--- src/rtl/prng_stream_buffer_if.sv ---
//------------------------------------------------------------------------------
// Module   : prng_stream_buffer_if
// Brief    : Valid/ready stream carrying buffered PRNG words to a consumer.
// Revision : 1.0 - initial release
//------------------------------------------------------------------------------
`timescale 1ns/1ps
`default_nettype none

interface prng_stream_buffer_if #(
  parameter int N = 32
) ();
  logic [N-1:0] data;
  logic         valid;
  logic         ready;

  modport master (output data, output valid, input ready);
  modport slave  (input data, input valid, output ready);
endinterface

`default_nettype wire

--- src/rtl/prng_stream_buffer.sv ---
//------------------------------------------------------------------------------
// Module   : prng_stream_buffer
// Brief    : PRNG warm-up discard, repetition-count health test, show-ahead FIFO.
// Revision : 1.0 - initial release
//------------------------------------------------------------------------------
`timescale 1ns/1ps
`default_nettype none

module prng_stream_buffer #(
  parameter int N         = 32,
  parameter int DEPTH     = 16,
  parameter int WARMUP    = 64,
  parameter int REP_LIMIT = 4
) (
  input  wire logic                       clk_i,
  input  wire logic                       rst_ni,
  input  wire logic                       enable_i,
  input  wire logic [N-1:0]               rng_in_i,
  input  wire logic                       clear_fail_i,
  prng_stream_buffer_if.master            out_if,
  output      logic [$clog2(DEPTH):0]     fill_level_o,
  output      logic [15:0]                drop_count_o,
  output      logic                       health_fail_o
);

  localparam int PTR_W = $clog2(DEPTH);
  localparam int CNT_W = $clog2(DEPTH) + 1;
  localparam int WU_W  = (WARMUP > 1) ? $clog2(WARMUP) : 1;
  localparam int REP_W = $clog2(REP_LIMIT + 1);

  typedef enum logic [1:0] {
    S_IDLE   = 2'd0,
    S_WARMUP = 2'd1,
    S_RUN    = 2'd2,
    S_FAIL   = 2'd3
  } state_e;

  state_e             state_q;
  logic [WU_W-1:0]    warm_cnt_q;
  logic [REP_W-1:0]   rep_cnt_q;
  logic [N-1:0]       prev_q;
  logic [N-1:0]       mem_q [DEPTH];
  logic [PTR_W-1:0]   wr_ptr_q;
  logic [PTR_W-1:0]   rd_ptr_q;
  logic [CNT_W-1:0]   fill_q;
  logic [15:0]        drop_q;

  logic [REP_W-1:0]   rep_cnt_d;
  logic [CNT_W-1:0]   fill_d;
  logic               out_valid;
  logic               pop;
  logic               run_active;
  logic               fail_hit;
  logic               push_req;
  logic               full;
  logic               push_ok;
  logic               drop;

  // Sampling in RUN is gated by enable so the cycle that leaves RUN pushes nothing.
  always_comb begin
    out_valid  = (fill_q != '0) && (state_q != S_FAIL);
    pop        = out_valid && out_if.ready;
    run_active = (state_q == S_RUN) && enable_i;
    rep_cnt_d  = (rng_in_i == prev_q) ? rep_cnt_q + 1'b1 : REP_W'(1);
    fail_hit   = run_active && (rep_cnt_d == REP_W'(REP_LIMIT));
    push_req   = run_active && !fail_hit;
    full       = (fill_q == CNT_W'(DEPTH));
    push_ok    = push_req && (!full || pop);
    drop       = push_req && !push_ok;
    fill_d     = fill_q;
    if (push_ok && !pop) begin
      fill_d = fill_q + 1'b1;
    end else if (!push_ok && pop) begin
      fill_d = fill_q - 1'b1;
    end
  end

  always_ff @(posedge clk_i or negedge rst_ni) begin
    if (!rst_ni) begin
      state_q    <= S_IDLE;
      warm_cnt_q <= '0;
      rep_cnt_q  <= '0;
      prev_q     <= '0;
      wr_ptr_q   <= '0;
      rd_ptr_q   <= '0;
      fill_q     <= '0;
      drop_q     <= '0;
      for (int i = 0; i < DEPTH; i++) begin
        mem_q[i] <= '0;
      end
    end else begin
      if (push_ok) begin
        mem_q[wr_ptr_q] <= rng_in_i;
        wr_ptr_q        <= wr_ptr_q + 1'b1;
      end
      if (pop) begin
        rd_ptr_q <= rd_ptr_q + 1'b1;
      end
      fill_q <= fill_d;
      if (drop && (drop_q != 16'hFFFF)) begin
        drop_q <= drop_q + 1'b1;
      end

      case (state_q)
        S_IDLE: begin
          rep_cnt_q <= '0;
          prev_q    <= '0;
          if (enable_i) begin
            state_q    <= S_WARMUP;
            warm_cnt_q <= '0;
          end
        end
        S_WARMUP: begin
          if (!enable_i) begin
            state_q <= S_IDLE;
          end else if (warm_cnt_q == WU_W'(WARMUP - 1)) begin
            state_q   <= S_RUN;
            prev_q    <= rng_in_i;
            rep_cnt_q <= REP_W'(1);
          end else begin
            warm_cnt_q <= warm_cnt_q + 1'b1;
          end
        end
        S_RUN: begin
          if (!enable_i) begin
            state_q   <= S_IDLE;
            rep_cnt_q <= '0;
            prev_q    <= '0;
          end else if (fail_hit) begin
            // The flush overrides any pop or fill update scheduled above.
            state_q  <= S_FAIL;
            fill_q   <= '0;
            wr_ptr_q <= '0;
            rd_ptr_q <= '0;
          end else begin
            prev_q    <= rng_in_i;
            rep_cnt_q <= rep_cnt_d;
          end
        end
        S_FAIL: begin
          if (clear_fail_i) begin
            state_q   <= S_IDLE;
            rep_cnt_q <= '0;
            prev_q    <= '0;
          end
        end
        default: state_q <= S_IDLE;
      endcase
    end
  end

  assign out_if.data   = mem_q[rd_ptr_q];
  assign out_if.valid  = out_valid;
  assign fill_level_o  = fill_q;
  assign drop_count_o  = drop_q;
  assign health_fail_o = (state_q == S_FAIL);

endmodule

`default_nettype wire
--- src/flat_wrapper.sv ---
// flat-port wrapper written by rule: the top's interface ports become plain ports
module prng_stream_buffer_flat 
#(
  parameter int N         = 32,
  parameter int DEPTH     = 16,
  parameter int WARMUP    = 64,
  parameter int REP_LIMIT = 4
)
  (clk_i, rst_ni, enable_i, rng_in_i, clear_fail_i, fill_level_o, drop_count_o, health_fail_o, out_if_data, out_if_valid, out_if_ready);
  prng_stream_buffer_if #(.N(N)) out_if_i ();
  input  wire logic clk_i;
  input  wire logic rst_ni;
  input  wire logic enable_i;
  input  wire logic [N-1:0] rng_in_i;
  input  wire logic clear_fail_i;
  output      logic [$clog2(DEPTH):0] fill_level_o;
  output      logic [15:0] drop_count_o;
  output      logic health_fail_o;
  output wire logic [$bits(out_if_i.data)-1:0] out_if_data;
  output wire logic [$bits(out_if_i.valid)-1:0] out_if_valid;
  input wire logic [$bits(out_if_i.ready)-1:0] out_if_ready;
  assign out_if_data = out_if_i.data;
  assign out_if_valid = out_if_i.valid;
  assign out_if_i.ready = out_if_ready;
  prng_stream_buffer #(.N(N), .DEPTH(DEPTH), .WARMUP(WARMUP), .REP_LIMIT(REP_LIMIT)) u_core (.clk_i(clk_i), .rst_ni(rst_ni), .enable_i(enable_i), .rng_in_i(rng_in_i), .clear_fail_i(clear_fail_i), .out_if(out_if_i), .fill_level_o(fill_level_o), .drop_count_o(drop_count_o), .health_fail_o(health_fail_o));
endmodule
--- config.mk ---
export PLATFORM = sky130hd
export DESIGN_NAME = prng_stream_buffer_flat
export DESIGN_NICKNAME = d
export VERILOG_FILES = /design/src/rtl/prng_stream_buffer_if.sv /design/src/rtl/prng_stream_buffer.sv /design/src/flat_wrapper.sv
export SDC_FILE = /design/constraint.sdc
export NUM_CORES = 1
export LEC_CHECK = 0
export CAP_MARGIN = 30
export CORE_ASPECT_RATIO = 0.9
export CORE_MARGIN = 2
export CORE_UTILIZATION = 56
export DETAILED_ROUTE_END_ITERATION = 8
export MAX_ROUTING_LAYER = met4
export PLACE_DENSITY = 0.75
export SLEW_MARGIN = 25
export SYNTH_ARGS = -nofsm -noshare
export SYNTH_HDL_FRONTEND = slang
export SYNTH_SLANG_ARGS = --single-unit
--- constraint.sdc ---
create_clock -name clk_i -period 2.6 [get_ports clk_i]
set_input_delay 0.26 -clock clk_i [delete_from_list [all_inputs] [get_ports clk_i]]
set_output_delay 0.26 -clock clk_i [all_outputs]
set_load 0.005 [all_outputs]
**After elaboration in Yosys (flattened, before gate mapping)**

Cells that the tools add are included.

- Bits in read-only memories: 0
- Memories: 0
- Flip-flop bits (word level): 584
- Bits in writable memories: 0
- Latch bits: 0

- Reductions and logical operators: 22
- Bitwise operators: 2
- $mul: 0
- Shift operators: 0
- Divide/modulo/power cells: 0
- Equality and inequality tests: 17
- Multiplexer cells: 43
- Order comparisons: 3
- Add/subtract/negate cells: 7

Operators by type and width:

| operator | count |
|---|---|
| $bwmux 512 | 1 |
| $mux 32 | 8 |
| $bmux 32 s4 | 1 |
| $demux 32 s4 | 1 |
| $pmux 32 s4 | 1 |
| $eq 32x32->1 | 1 |
| $mux 4 | 8 |
| $mux 5 | 5 |
| $mux 3 | 6 |
| $mux 6 | 3 |
| $add 16x1->16 const B | 1 |
| $ne 16x16->1 const B | 1 |
| $mux 2 | 6 |
| $pmux 3 s4 | 1 |
| $pmux 6 s2 | 1 |
| $reduce_and 4->1 | 3 |
| $logic_and 1x1->1 | 11 |
| $ge 5x5->1 const B | 2 |
| $ne 2x2->1 const B | 5 |
| $not 4->5 | 2 |
| $add 4x1->4 const B | 2 |
| $pmux 2 s4 | 1 |
| $add 6x1->6 const B | 1 |
| $eq 6x6->1 const B | 1 |
| 16 further kinds | 21 |

**Logic depth before layout (Yosys ltp)**

- Depth in word-level cells: 14
- Mapped depth: 9
- Gate-level depth less buffers: 8

**Worst setup path after synthesis**

OpenSTA, ideal clock, no wires.

- Path kind: flip-flop to output port
- Start point: register u_core.rd_ptr_q[0]
- End point: output port out_if_data[4]
- Path slack: 29 ps
- Arrival: 2,311 ps
- Path buffers: 3
- Cell stages (with the launch flop): 6
- Cell sequence: dfrtp_1 > clkbuf_1 > clkbuf_1 > buf_1 > mux4_2 > mux4_2

- Cells in the longest elaborated chain, start to end: 4

Ends and longest elaborated chain:

| what | line | source |
|---|---|---|
| from (decl) | prng_stream_buffer.sv:44 | `logic [PTR_W-1:0] rd_ptr_q;` |
| from (signal assigned) | prng_stream_buffer.sv:97 | `rd_ptr_q <= rd_ptr_q + 1'b1;` |
| $not 4->5 (not written as such) | prng_stream_buffer.sv:152 | `assign out_if.data = mem_q[rd_ptr_q];` |
| $bmux 32 s4 | prng_stream_buffer.sv:152 |  |
| $mux 32 (not written as such) (2 in a row) | prng_stream_buffer.sv:152 |  |
| to (decl) | flat_wrapper.sv:19 | `output wire logic [$bits(out_if_i.data)-1:0] out_if_data;` |

Every way passes these cells. The select of a mux whose other input is x is not followed.

**Worst setup path after layout**

- Start point: register u_core.rd_ptr_q[0]
- End point: output port out_if_data[12]

The elaborated chain is that of the path after synthesis.

==> flow_metrics.py <==
metrics = {
    "die": {
        "die_w_um": 238,
        "die_area_um2": 50900,
        "placementRows": 77,
        "die_h_um": 214,
        "coreArea_um2": 48700,
        "pin_count": 92,
        "start_util_pct": 56.4,
    },
    "global_route": {
        "grt_overflow_total": 0,
        "grt_use_total_pct": 34.2,
        "grt_max_degree": 86,
        "grt_use_met2_pct": 52.5,
        "grt_use_met3_pct": 6.67,
        "grt_use_met1_pct": 44.5,
        "grt_pass1_vias": 18900,
        "antenna_found_initial": 1,
        "grt_first_pass_wirelength_um": 125000,
        "top_usage_layer": "met2",
    },
    "synthesis": {
        "muxShareOfSynthArea_pct": 35.7,
        "synth_top_family_by_area": "multiplexers",
        "synthAdderAreaFrac_pct": 0.683,
        "synth-seq-cells": 584,
        "synthSimpleGateAreaFrac_pct": 3.71,
        "synthXorXnorAreaFrac_pct": 1.72,
        "synth_warnings": 0,
        "mappedNetlistArea_um2": 27500,
        "syn_inst": 1775,
        "ys_seq_area_share_pct": 53.2,
        "synth-compound-area-share_pct": 0.856,
        "syn-num-nets": 1827,
        "yosysUniqueCellTypes": 50,
        "syn_area_per_cell_um2": 15.5,
    },
    "status": {
        "status": "complete, but fails checks",
        "violations": "setup timing",
    },
    "timing": {
        "clock-skew-final_ps": 19.3,
        "hold_viol": 0,
        "slew_violations": 0,
        "tightestPinTransition_ps": 964,
        "slew_headroom_pct": 35.6,
        "setup_viol": 552,
        "rsz0062_at_grt": "true",
        "fin_crit_ps": 3120,
        "fin_ws_ps": -517,
        "hold_slack_ps": 164,
        "max_freq_mhz": 321,
        "fin_crit_sh_pct": 120,
    },
    "drt": {
        "wire_per_inst_um": 32.1,
        "drc_errors": 0,
        "viasPerCell": 6.54,
        "drt_iter0_drc": 1611,
        "wl_um": 87800,
        "final_antenna_net_count": 0,
        "drt-pass1-iter-count": 5,
        "vias": 17900,
    },
    "clocking": {
        "cts_tree": "yes",
        "clock_path_buffers": 3,
        "clock_sinks": 584,
        "insertion_delay_ps": 640,
        "clockRootBuffer": "clkbuf_16",
        "htree_levels": 2,
        "clkTransAtPathRegs_ps": 60,
        "cts-buffers-inserted": 59,
    },
    "setup_path": {
        "cp_common_cell": "buf_12",
        "r2r_slack_ps": -380,
        "required_ps": 2340,
        "worstSetupStartpointType": "flip-flop",
        "crit_fanout": 7,
        "cp_slowest_stage_delay_ps": 570,
        "critPathBufInv": 5,
        "arrival_ps": 2860,
        "path_class": "reg -> out",
        "cp-end-kind": "primary output",
        "cp_top_family": "multiplexers",
        "cp_slowest_cell": "dfrtp_4",
        "crit_chain": "buf_12 -> buf_12 -> buf_12 -> buf_12 -> mux4_2 -> mux4_2 -> buf_2",
    },
    "power_and_ir_drop": {
        "power_density_nw_per_um2": 914,
        "peakVddDrop_v": 0.000612,
        "p_leak_nw": 18.7,
        "power_mw": 33.4,
    },
    "layout": {
        "final_core_util_pct": 75.1,
        "instances_no_fill": 2734,
        "regArea_um2": 14600,
        "drive_gt1_share_pct": 54.1,
        "n_fill_cell": 2679,
        "area_delta_synth_final_pct": 33.2,
        "multi_input_area_um2": 13800,
        "nets": 2105,
    },
    "place": {
        "place_inst": 2490,
        "port_buffers": 91,
        "routabilityCongestion": 0.826,
        "dpl.hpwl_um": 42200,
    },
    "job": {
        "cap_violations": 0,
    },
    "hold_path": {
        "hp-class": "in -> async",
    },
}
==> power breakdown <==
group          internal, mW  switching, mW  leakage (nW)
logic                  7.03           5.12          9.79
clock network          4.88           3.71         0.948
registers              11.1           1.62          8.00
total                  23.0           10.4          18.7
==> area by class of cell <==
class	count	share of cell area, %
sequential	584	40.0
multi-input combinational	983	37.8
timing repair buffer	381	14.4
clock buffer	96	4.88
tap	632	2.16
inverter	44	0.451
clock inverter	13	0.383
antenna	1	0.00684
==> timing repair <==
action,in CTS,in global routing
setup endpoints to repair,549,575
buffers inserted,102,34
pin swaps,16,10
endpoints found under the hold margin,98,0
hold buffers,1,0
gates resized for setup,544,332
cloned,37,9
==> Yosys cell counts (all sizes together) <==
cell type | n | area share (%)
o22a | 1 | 0.032
nor3 | 7 | 0.13
a22oi | 1 | 0.027
nand2b | 3 | 0.068
nor2b | 3 | 0.068
a22o | 3 | 0.096
o21ai | 8 | 0.15
or3b | 1 | 0.032
o31a | 1 | 0.032
nor4b | 1 | 0.032
nand2 | 54 | 0.74
o31ai | 2 | 0.055
a211o | 1 | 0.032
o21a | 3 | 0.082
o41a | 1 | 0.041
and3 | 11 | 0.25
inv | 44 | 0.60
nor2 | 18 | 0.25
nand4 | 22 | 1.1
xor2 | 41 | 1.3
nand3 | 21 | 0.48
or3 | 2 | 0.046
a31oi | 2 | 0.046
and4 | 2 | 0.064
buf | 88 | 2.5
a21boi | 1 | 0.027
a21oi | 7 | 0.13
o2bb2ai | 1 | 0.032
a211oi | 1 | 0.046
or4 | 2 | 0.055
mux2 | 516 | 21
mux2i | 40 | 1.5
xnor2 | 13 | 0.41
mux4 | 160 | 13
nor4 | 14 | 0.37
clkbuf | 76 | 1.0
and2 | 3 | 0.068
ha | 15 | 0.68
dfrtp | 584 | 53
o32a | 1 | 0.036
==> state kept, by name (all words and copies together), names as in the netlist <==
signal / flops
u_core.rd_ptr_q: 4
u_core.rep_cnt_q: 3
u_core.drop_count_o: 16
u_core.state_q: 2
u_core.warm_cnt_q: 6
u_core.fill_level_o: 5
u_core.wr_ptr_q: 4
u_core.mem_q: 512
u_core.prev_q: 32
==> per-layer routing <==
layer | vias to the layer above | share of wire [%]
met5 | - | 0
li1 | 7035 | -
met3 | 331 | 7.3
met1 | 9610 | 39
met2 | 913 | 48
met4 | 0 | 6.1
==> worst paths after layout <==
check	from	endpoint	cells past startpoint
min	rst_ni	u_core.drop_count_o[9]$_DFFE_PN0P_	2
max in group asynchronous	rst_ni	u_core.mem_q[235]$_DFFE_PN0P_	3
max reg2reg	u_core.prev_q[28]$_DFFE_PN0P_	u_core.mem_q[95]$_DFFE_PN0P_	11
min in group clk_i	rng_in_i[24]	u_core.prev_q[24]$_DFFE_PN0P_	4
min reg2reg	u_core.drop_count_o[9]$_DFFE_PN0P_	u_core.drop_count_o[9]$_DFFE_PN0P_	1
max	u_core.rd_ptr_q[0]$_DFF_PN0_	out_if_data[12]	7
==> worst reg2reg max path, delay by kind of cell, from the launching register on <==
family | cells | cell delay (ps)
compound gates | 1 | 350
xor+xnor | 1 | 260
simple gates | 3 | 790
flops | 1 | 400
mux | 1 | 320
buf+inv | 5 | 730
==> cell usage in the layout, fill, tap and decap left out, types with 10 or more instances in the layout <==
cell,Yosys,layout
dfrtp_1,584,580
mux2_4,0,488
mux4_2,160,160
buf_12,0,118
buf_4,9,84
clkbuf_16,0,67
clkdlybuf4s50_1,0,58
nand2_1,54,53
inv_1,44,44
buf_6,40,42
mux2i_1,40,38
xor2_1,41,35
buf_2,18,28
mux2_2,479,24
buf_8,0,24
clkbuf_1,76,20
buf_16,0,18
nor2_1,18,17
clkbuf_8,0,17
ha_1,15,15
xnor2_1,13,12
nand3_1,17,12
nand4_4,9,11
and3_1,11,11
nand4_1,10,10
==> logic make-up (layout without fill, tap and decap cells) <==
family	Yosys count	in the layout
AOI/OAI and AO/OA	34	34
DFF	584	584
other	0	1
buffers and inverters	208	534
xor gates and xnor gates	54	54
and+or+nand+nor	164	164
adders and majority gates	15	15
muxes	716	716
==> metrics by stage <==
stage / setup slack (ps) / area (µm²) / TNS [ps]
6_report: -517 / 36600 / -129000
2_1_floorplan: 28.9 / 27500 / 0
4_1_cts: -542 / 35700 / -53210
5_1_grt: -558 / 36600 / -151840
3_3_place_gp: -748 / 30300 / -362440
3_5_place_dp: -794 / 30300 / -370200
Note: power is estimated with default switching activity, not from simulation.
